### src/rtl/alu_exec_unit.sv
`default_nettype none
// ============================================================================
// Module   : alu_exec_unit
// Purpose  : Registered execute-stage ALU with a valid/ready handshake on both
//            sides. It provides ADD/SUB/AND/OR/SLT. An optional iterative
//            MULTU/DIVU unit writes the HI/LO registers, and MFHI/MFLO read
//            them back.
// Revision : 1.0 - initial release
// ----------------------------------------------------------------------------
// Ports
//   clk       in   sole clock, rising edge
//   reset     in   synchronous, active-high
//   in_valid  in   request valid
//   in_ready  out  request accepted this cycle
//   alu_op    in   [2:0] operation class from main control
//   funct     in   [5:0] R-type function field
//   op_a      in   [WIDTH-1:0] operand A
//   op_b      in   [WIDTH-1:0] operand B
//   out_valid out  result valid
//   out_ready in   consumer accepts result
//   result    out  [WIDTH-1:0] registered result
//   zero      out  result == 0, registered with result
//   illegal   out  undecodable request, registered with result
//   busy      out  iterative operation in progress
// Configuration
//   ALU_EXEC_MULDIV_EN : when defined, MULTU/DIVU/MFHI/MFLO, HI/LO and the
//                        CALC state are built. When undefined, those codes
//                        decode as illegal.
// ============================================================================
module alu_exec_unit #(
    parameter int WIDTH = 32
) (
    input  logic             clk,
    input  logic             reset,
    input  logic             in_valid,
    output logic             in_ready,
    input  logic [2:0]       alu_op,
    input  logic [5:0]       funct,
    input  logic [WIDTH-1:0] op_a,
    input  logic [WIDTH-1:0] op_b,
    output logic             out_valid,
    input  logic             out_ready,
    output logic [WIDTH-1:0] result,
    output logic             zero,
    output logic             illegal,
    output logic             busy
);

    localparam logic [5:0] c_FN_ADD   = 6'b100000;
    localparam logic [5:0] c_FN_SUB   = 6'b100010;
    localparam logic [5:0] c_FN_AND   = 6'b100100;
    localparam logic [5:0] c_FN_OR    = 6'b100101;
    localparam logic [5:0] c_FN_SLT   = 6'b101010;
`ifdef ALU_EXEC_MULDIV_EN
    localparam logic [5:0] c_FN_MULTU = 6'b011001;
    localparam logic [5:0] c_FN_DIVU  = 6'b011011;
    localparam logic [5:0] c_FN_MFHI  = 6'b010000;
    localparam logic [5:0] c_FN_MFLO  = 6'b010010;
    localparam int         c_CW       = $clog2(WIDTH);
    localparam logic [c_CW-1:0] c_LAST = c_CW'(WIDTH - 1);
`endif

    typedef enum logic [1:0] {
        IDLE = 2'd0,
        CALC = 2'd1,
        HOLD = 2'd2
    } state_t;

    state_t r_state;
    state_t w_state_next;

    logic [WIDTH-1:0] r_result;
    logic             r_zero;
    logic             r_illegal;

    logic             w_accept;
    logic [WIDTH-1:0] w_res;
    logic             w_ill;
    logic [WIDTH-1:0] w_sum;
    logic [WIDTH-1:0] w_diff;
    logic [WIDTH-1:0] w_slt;

`ifdef ALU_EXEC_MULDIV_EN
    logic [WIDTH-1:0] r_hi;
    logic [WIDTH-1:0] r_lo;
    // The working pair is {remainder, quotient} for divide and {high, low}
    // of the partial product for multiply. r_opnd holds the divisor or the
    // multiplicand.
    logic [WIDTH-1:0] r_acc_hi;
    logic [WIDTH-1:0] r_acc_lo;
    logic [WIDTH-1:0] r_opnd;
    logic             r_is_div;
    logic [c_CW-1:0]  r_count;

    logic             w_muldiv_start;
    logic             w_is_div;
    logic             w_div0;
    logic [WIDTH:0]   w_mul_sum;
    logic [WIDTH:0]   w_shift;
    logic [WIDTH:0]   w_trial;
    logic [WIDTH-1:0] w_iter_hi;
    logic [WIDTH-1:0] w_iter_lo;
`endif

    assign out_valid = (r_state == HOLD);
    assign in_ready  = (r_state == IDLE) && (!out_valid || out_ready);
    assign w_accept  = in_valid && in_ready;
    assign result    = r_result;
    assign zero      = r_zero;
    assign illegal   = r_illegal;
`ifdef ALU_EXEC_MULDIV_EN
    assign busy      = (r_state == CALC);
`else
    assign busy      = 1'b0;
`endif

    assign w_sum  = op_a + op_b;
    assign w_diff = op_a - op_b;
    assign w_slt  = {{(WIDTH-1){1'b0}}, ($signed(op_a) < $signed(op_b))};

    // Request decode
    always_comb begin
        w_res = '0;
        w_ill = 1'b0;
`ifdef ALU_EXEC_MULDIV_EN
        w_muldiv_start = 1'b0;
        w_is_div       = 1'b0;
        w_div0         = 1'b0;
`endif
        case (alu_op)
            3'b000: w_res = w_sum;
            3'b001: w_res = w_slt;
            3'b010: w_res = op_a & op_b;
            3'b011: w_res = op_a | op_b;
            3'b101: w_res = w_diff;
            3'b100: begin
                case (funct)
                    c_FN_ADD: w_res = w_sum;
                    c_FN_SUB: w_res = w_diff;
                    c_FN_AND: w_res = op_a & op_b;
                    c_FN_OR:  w_res = op_a | op_b;
                    c_FN_SLT: w_res = w_slt;
`ifdef ALU_EXEC_MULDIV_EN
                    c_FN_MULTU: w_muldiv_start = 1'b1;
                    c_FN_DIVU: begin
                        // A zero divisor completes at once with the
                        // conventional all-ones quotient.
                        if (op_b == '0) begin
                            w_div0 = 1'b1;
                            w_res  = '1;
                        end else begin
                            w_muldiv_start = 1'b1;
                            w_is_div       = 1'b1;
                        end
                    end
                    c_FN_MFHI: w_res = r_hi;
                    c_FN_MFLO: w_res = r_lo;
`endif
                    default: w_ill = 1'b1;
                endcase
            end
            default: w_ill = 1'b1;
        endcase
    end

`ifdef ALU_EXEC_MULDIV_EN
    // One iteration of unsigned shift-add multiply and of restoring divide
    always_comb begin
        w_mul_sum = {1'b0, r_acc_hi} + (r_acc_lo[0] ? {1'b0, r_opnd} : '0);
        w_shift   = {r_acc_hi, r_acc_lo[WIDTH-1]};
        w_trial   = w_shift - {1'b0, r_opnd};
        if (r_is_div) begin
            if (!w_trial[WIDTH]) begin
                w_iter_hi = w_trial[WIDTH-1:0];
                w_iter_lo = {r_acc_lo[WIDTH-2:0], 1'b1};
            end else begin
                w_iter_hi = w_shift[WIDTH-1:0];
                w_iter_lo = {r_acc_lo[WIDTH-2:0], 1'b0};
            end
        end else begin
            w_iter_hi = w_mul_sum[WIDTH:1];
            w_iter_lo = {w_mul_sum[0], r_acc_lo[WIDTH-1:1]};
        end
    end
`endif

    // FSM state register
    always_ff @(posedge clk) begin
        if (reset) begin
            r_state <= IDLE;
        end else begin
            r_state <= w_state_next;
        end
    end

    // FSM next state
    always_comb begin
        w_state_next = r_state;
        case (r_state)
            IDLE: begin
                if (w_accept) begin
`ifdef ALU_EXEC_MULDIV_EN
                    w_state_next = w_muldiv_start ? CALC : HOLD;
`else
                    w_state_next = HOLD;
`endif
                end
            end
`ifdef ALU_EXEC_MULDIV_EN
            CALC: begin
                if (r_count == c_LAST) begin
                    w_state_next = HOLD;
                end
            end
`endif
            HOLD: begin
                if (out_ready) begin
                    w_state_next = IDLE;
                end
            end
            default: w_state_next = IDLE;
        endcase
    end

    // Datapath: result registers, HI/LO and the iterative working registers
    always_ff @(posedge clk) begin
        if (reset) begin
            r_result  <= '0;
            r_zero    <= 1'b0;
            r_illegal <= 1'b0;
`ifdef ALU_EXEC_MULDIV_EN
            r_hi      <= '0;
            r_lo      <= '0;
            r_acc_hi  <= '0;
            r_acc_lo  <= '0;
            r_opnd    <= '0;
            r_is_div  <= 1'b0;
            r_count   <= '0;
`endif
        end else begin
            if (w_accept) begin
                r_result  <= w_res;
                r_zero    <= (w_res == '0);
                r_illegal <= w_ill;
`ifdef ALU_EXEC_MULDIV_EN
                if (w_div0) begin
                    r_hi <= op_a;
                    r_lo <= '1;
                end
                r_count  <= '0;
                r_is_div <= w_is_div;
                r_acc_hi <= '0;
                r_acc_lo <= w_is_div ? op_a : op_b;
                r_opnd   <= w_is_div ? op_b : op_a;
`endif
            end
`ifdef ALU_EXEC_MULDIV_EN
            else if (r_state == CALC) begin
                r_acc_hi <= w_iter_hi;
                r_acc_lo <= w_iter_lo;
                r_count  <= r_count + 1'b1;
                if (r_count == c_LAST) begin
                    r_hi     <= w_iter_hi;
                    r_lo     <= w_iter_lo;
                    r_result <= w_iter_lo;
                    r_zero   <= (w_iter_lo == '0);
                end
            end
`endif
        end
    end

endmodule
`default_nettype wire

### config.mk
export PLATFORM = sky130hd
export DESIGN_NAME = alu_exec_unit
export DESIGN_NICKNAME = d
export VERILOG_FILES = /design/src/rtl/alu_exec_unit.sv
export SDC_FILE = /design/constraint.sdc
export NUM_CORES = 1
export LEC_CHECK = 0
export ABC_AREA = 1
export BUFFER_PORTS_ARGS = -buffer_cell sky130_fd_sc_hd__buf_2
export CAP_MARGIN = 20
export CORE_ASPECT_RATIO = 0.7
export CORE_UTILIZATION = 55
export DETAILED_ROUTE_END_ITERATION = 7
export HOLD_SLACK_MARGIN = 0.05
export PLACE_DENSITY = 0.81
export SETUP_SLACK_MARGIN = 0.5
export SYNTH_ARGS = -nofsm -noshare
export SYNTH_HDL_FRONTEND = slang
export SYNTH_SLANG_ARGS = --single-unit
### constraint.sdc
create_clock -name clk -period 2.3 [get_ports clk]
set_input_delay 0.23 -clock clk [delete_from_list [all_inputs] [get_ports clk]]
set_output_delay 0.23 -clock clk [all_outputs]
set_load 0.1 [all_outputs]
==> results.json, run 1 <==
{
  "status": "did not finish",
  "stop_stage": "5_1_grt",
  "tool.error": "[ERROR GRT-0232] Routing congestion too high. Check the congestion heatmap in the GUI.",
  "clk_path_buf_depth": 2,
  "synth_fp_nets": 1802,
  "routabilityCongestion": 1.07,
  "yosys-top-cells-count": "nand2_1, inv_1, nor2_1, nand3_1, ha_1",
  "initial_utilization_pct": 57.5,
  "chipHeight_um": 107,
  "yosysUniqueCellTypes": 46,
  "synth-seq-cells": 35,
  "io_pins": 114,
  "syn_inst": 1627,
  "synth_area_um2": 8590,
  "synth_ff_type": "dfxtp_1",
  "htreeDepth": 2,
  "synth_area_per_cell_um2": 5.28,
  "grt_use_total_pct": 95.6,
  "seq_area_frac_synth_pct": 8.15,
  "row_count": 37,
  "gr-total-overflow": 610,
  "synth_top_area_cell": "nand2_1",
  "grt_max_degree": 56,
  "synth_area_leaders": "nand2_1, inv_1, ha_1",
  "cts_num_sinks": 35,
  "synth_top_cell_area_share_pct": 21.6,
  "fp.dieW_um": 151,
  "cts_root_buf": "clkbuf_16",
  "synthMostInstantiatedCell": "nand2_1",
  "synth-edff-count": 0,
  "async_reset_ff_share_pct": 0,
  "yosysWarnings": 0,
  "cts_inserted_buffers": 5,
  "dp_hpwl_um": 31100,
  "hold_buffers": 0,
  "placed_cell_area_um2": 11500,
  "io_buffers": 112
}
## kinds of logic after synthesis
kind of cell	synth area share (%)
AOI/OAI and AO/OA	15.2
xor gates and xnor gates	1.12
adders and majority gates	14.4
buffers and inverters	20.0
DFF	8.15
other	0.0436
and+or+nand+nor	41.1
## routing by layer
| layer | global-route usage (%) | GRT overflow |
|---|---|---|
| met3 | 84.1 | 22 |
| met4 | 99.7 | 141 |
| met1 | 91.3 | 23 |
| met2 | 111 | 420 |
| met5 | 64.3 | 4 |
## timing repair
item                                    CTS
pin swaps                               127
endpoints found under the setup margin   32
resized for setup                       399
setup buffers                            37
hold endpoints to repair                  0
## through the flow
stage | cells | util, % | hold slack [ns] | worst slack [ns]
2_1_floorplan | 1627 | - | 0.384 | 0.161
4_1_cts | 2218 | 89.9 | 0.281 | 0.0768
3_5_place_dp | 2173 | 77.1 | 0.487 | -0.519
3_3_place_gp | 2173 | 77.1 | 0.478 | -0.454
==> run 2, diff against run 1 <==
--- a/config.mk
+++ b/config.mk
@@ -8,12 +8,9 @@
 export ABC_AREA = 1
 export BUFFER_PORTS_ARGS = -buffer_cell sky130_fd_sc_hd__buf_2
 export CAP_MARGIN = 20
-export CORE_ASPECT_RATIO = 0.7
-export CORE_UTILIZATION = 55
+export CORE_UTILIZATION = 40
 export DETAILED_ROUTE_END_ITERATION = 7
-export HOLD_SLACK_MARGIN = 0.05
-export PLACE_DENSITY = 0.81
-export SETUP_SLACK_MARGIN = 0.5
+export PLACE_DENSITY_LB_ADDON = 0.15
 export SYNTH_ARGS = -nofsm -noshare
 export SYNTH_HDL_FRONTEND = slang
 export SYNTH_SLANG_ARGS = --single-unit
==> constraint.sdc (replaced) <==
create_clock -name clk -period 2.99 [get_ports clk]
set_input_delay 0.299 -clock clk [delete_from_list [all_inputs] [get_ports clk]]
set_output_delay 0.299 -clock clk [all_outputs]
set_load 0.1 [all_outputs]
==> results.json, run 2 <==
{
  "async_reset_ff_share_pct": 0,
  "row_count": 53,
  "seq_area_frac_synth_pct": 8.15,
  "multiInputGateArea_um2": 6190,
  "hold_path_class": "input port to register",
  "status": "completed",
  "synth-seq-cells": 35,
  "routabilityCongestion": 0.986,
  "seqCellArea_um2": 701,
  "finalCriticalPeriod_ns": 2.73,
  "cts_tree": "done",
  "drt_wl_total_um": 33400,
  "yosysWarnings": 0,
  "area_growth_pct": 14.8,
  "htreeDepth": 2,
  "synth_top_cell_area_share_pct": 21.6,
  "synthMostInstantiatedCell": "nand2_1",
  "setup_ws_ns": 0.257,
  "leakage_nw": 6.15,
  "grt_pass1_wl_um": 51400,
  "yosysUniqueCellTypes": 46,
  "power_density_nw_per_um2": 296,
  "min_to": "illegal",
  "grt_max_degree": 59,
  "antenna_cells": 0,
  "drt_drc_violations_left": 0,
  "chipHeight_um": 149,
  "initial_utilization_pct": 40.9,
  "synth-edff-count": 0,
  "vias_per_cell": 5.04,
  "timing.slew.headroom_pct": 50.7,
  "via_count": 10232,
  "rsz0062_at_grt": "false",
  "min_path_cells": 3,
  "dp_worst_setup_slack_ns": -0.0501,
  "wl_per_cell_um": 16.5,
  "fin_area_um2": 9860,
  "largest_reg_flops": 32,
  "power_w": 0.00292,
  "dp_hpwl_um": 27900,
  "io_buffers": 112,
  "antenna_found_initial": 0,
  "cp_max_fo": 5,
  "place_inst": 2024,
  "postCtsSetupBuffers": 0,
  "critPathRequiredTime_ns": 3.21,
  "synth_top_area_cell": "nand2_1",
  "critPathLaunchType": "input port",
  "cts_num_sinks": 35,
  "layout-drive-gt1-share_pct": 13.9,
  "dieArea_um2": 22100,
  "final_cells": 2031,
  "report.final.slew_viol_count": 0,
  "hold_buffers": 0,
  "clock_latency_ns": 0.28,
  "fp.dieW_um": 149,
  "dr.pass1.iters": 5,
  "placed_cell_area_um2": 9710,
  "rrSetupSlack_ns": 1.24,
  "hold_path_startpoint": "alu_op[2]",
  "path_class": "input port to register",
  "yosys-top-cells-count": "nand2_1, inv_1, nor2_1, nand3_1, ha_1",
  "fin_nets": 1931,
  "drv_cap": 0,
  "fin_worst_skew_ns": 0.00382,
  "antenna_left": 0,
  "drtIter0Drc": 685,
  "grt_pass1_vias": 9584,
  "endpoint_kind": "register",
  "cts_inserted_buffers": 5,
  "setup_viol": 0,
  "fillCellCount": 2398,
  "final_common_cell": "nand2_1",
  "layout_common_cells": "nand2_1, inv_1, nor2_1, buf_2, nand3_1",
  "io_pins": 114,
  "finalCritPeriodShare_pct": 91.4,
  "clk_pin_slew_ns": 0.06,
  "core-area_um2": 21000,
  "synth_area_um2": 8590,
  "tightestPinTransition_ns": 0.739,
  "synth_fp_nets": 1802,
  "reg2reg_to": "result[0]",
  "r2r-start": "r_state[1]",
  "syn_inst": 1627,
  "synth_area_leaders": "nand2_1, inv_1, ha_1",
  "grt_use_total_pct": 30.3,
  "fmax_mhz": 366,
  "ir_drop_uv": 220,
  "synth_ff_type": "dfxtp_1",
  "clk_path_buf_depth": 2,
  "cts_root_buf": "clkbuf_16",
  "cp.arrival_ns": 2.95,
  "final_hold_viol_count": 0,
  "gr-total-overflow": 0,
  "synth_area_per_cell_um2": 5.28,
  "reg2reg_depth": 7
}
==> run 2: worst max-delay path by stage <==
stage	startpoint	end	cells past startpoint	slack, ns
floorplan	r_state[1]	result[13]	7	0.29
CTS	op_a[0]	zero	20	0.23
finish	op_a[18]	zero	19	0.26
detailed placement	op_a[0]	zero	20	-0.05
global placement	op_a[0]	zero	20	-0.05
global route	op_b[0]	zero	20	0.006
==> run 2: routing by layer <==
metal	global-route usage [%]	up-vias	routed length (µm)
met5	0	-	0
met4	11.0	0	1250
met3	2.06	70	1410
met2	53.6	318	15900
met1	38.3	4588	14800
li1	-	5256	-
==> run 2: worst max-delay path, cell delays in order <==
cell     delay, ns
buf_2         0.10
inv_1         0.04
ha_1          0.37
buf_4         0.20
nand2_1       0.15
inv_1         0.09
a21oi_1       0.23
inv_1         0.06
a21oi_1       0.23
nand3_1       0.18
o21ai_1       0.14
nor2_1        0.06
nor2_1        0.20
nand2_1       0.08
nor2_1        0.10
nand2_1       0.06
nor2_1        0.12
nand3_1       0.09
a21oi_1       0.14
==> run 2: logic make-up (layout without fill, tap and decap cells) <==
kind of cell | count (synthesis) | in the layout | synth area share, %
AOI/OAI and AO/OA | 216 | 216 | 15.2
xor gates and xnor gates | 11 | 11 | 1.12
adders and majority gates | 98 | 98 | 14.4
buffers and inverters | 423 | 552 | 20.0
DFF | 35 | 35 | 8.15
other | 1 | 1 | 0.0436
and+or+nand+nor | 843 | 843 | 41.1
==> run 2: cell type report <==
cell class              count  share of cell area [%]
well taps                 275                    3.49
clock buffers               6                    1.41
multi-input cells        1169                    62.7
clock inverters             1                  0.0507
inverters                 369                    14.0
repair buffers            176                    11.2
flip-flops and latches     35                    7.10
==> run 2: metrics by stage <==
step | TNS [ns] | util (%) | hold WS (ns)
detailed placement | -0.0501 | 46.2 | 0.484
floorplan | 0 | - | 0.453
global placement | -0.0486 | 46.2 | 0.478
finish | 0 | 46.9 | 0.338
global route | 0 | 46.9 | 0.342
CTS | 0 | 46.9 | 0.337
==> run 2: report_power, final <==
part           internal, W  switching (W)
clock network     0.000325       0.000193
logic             0.000548        0.00133
registers         0.000506      0.0000201
==> run 2: repair_timing <==
item	CTS	global route
endpoints found under the setup margin	0	1
endpoints found under the hold margin	0	0
gates resized for setup	0	3
Note: power is estimated with default switching activity, not from simulation.
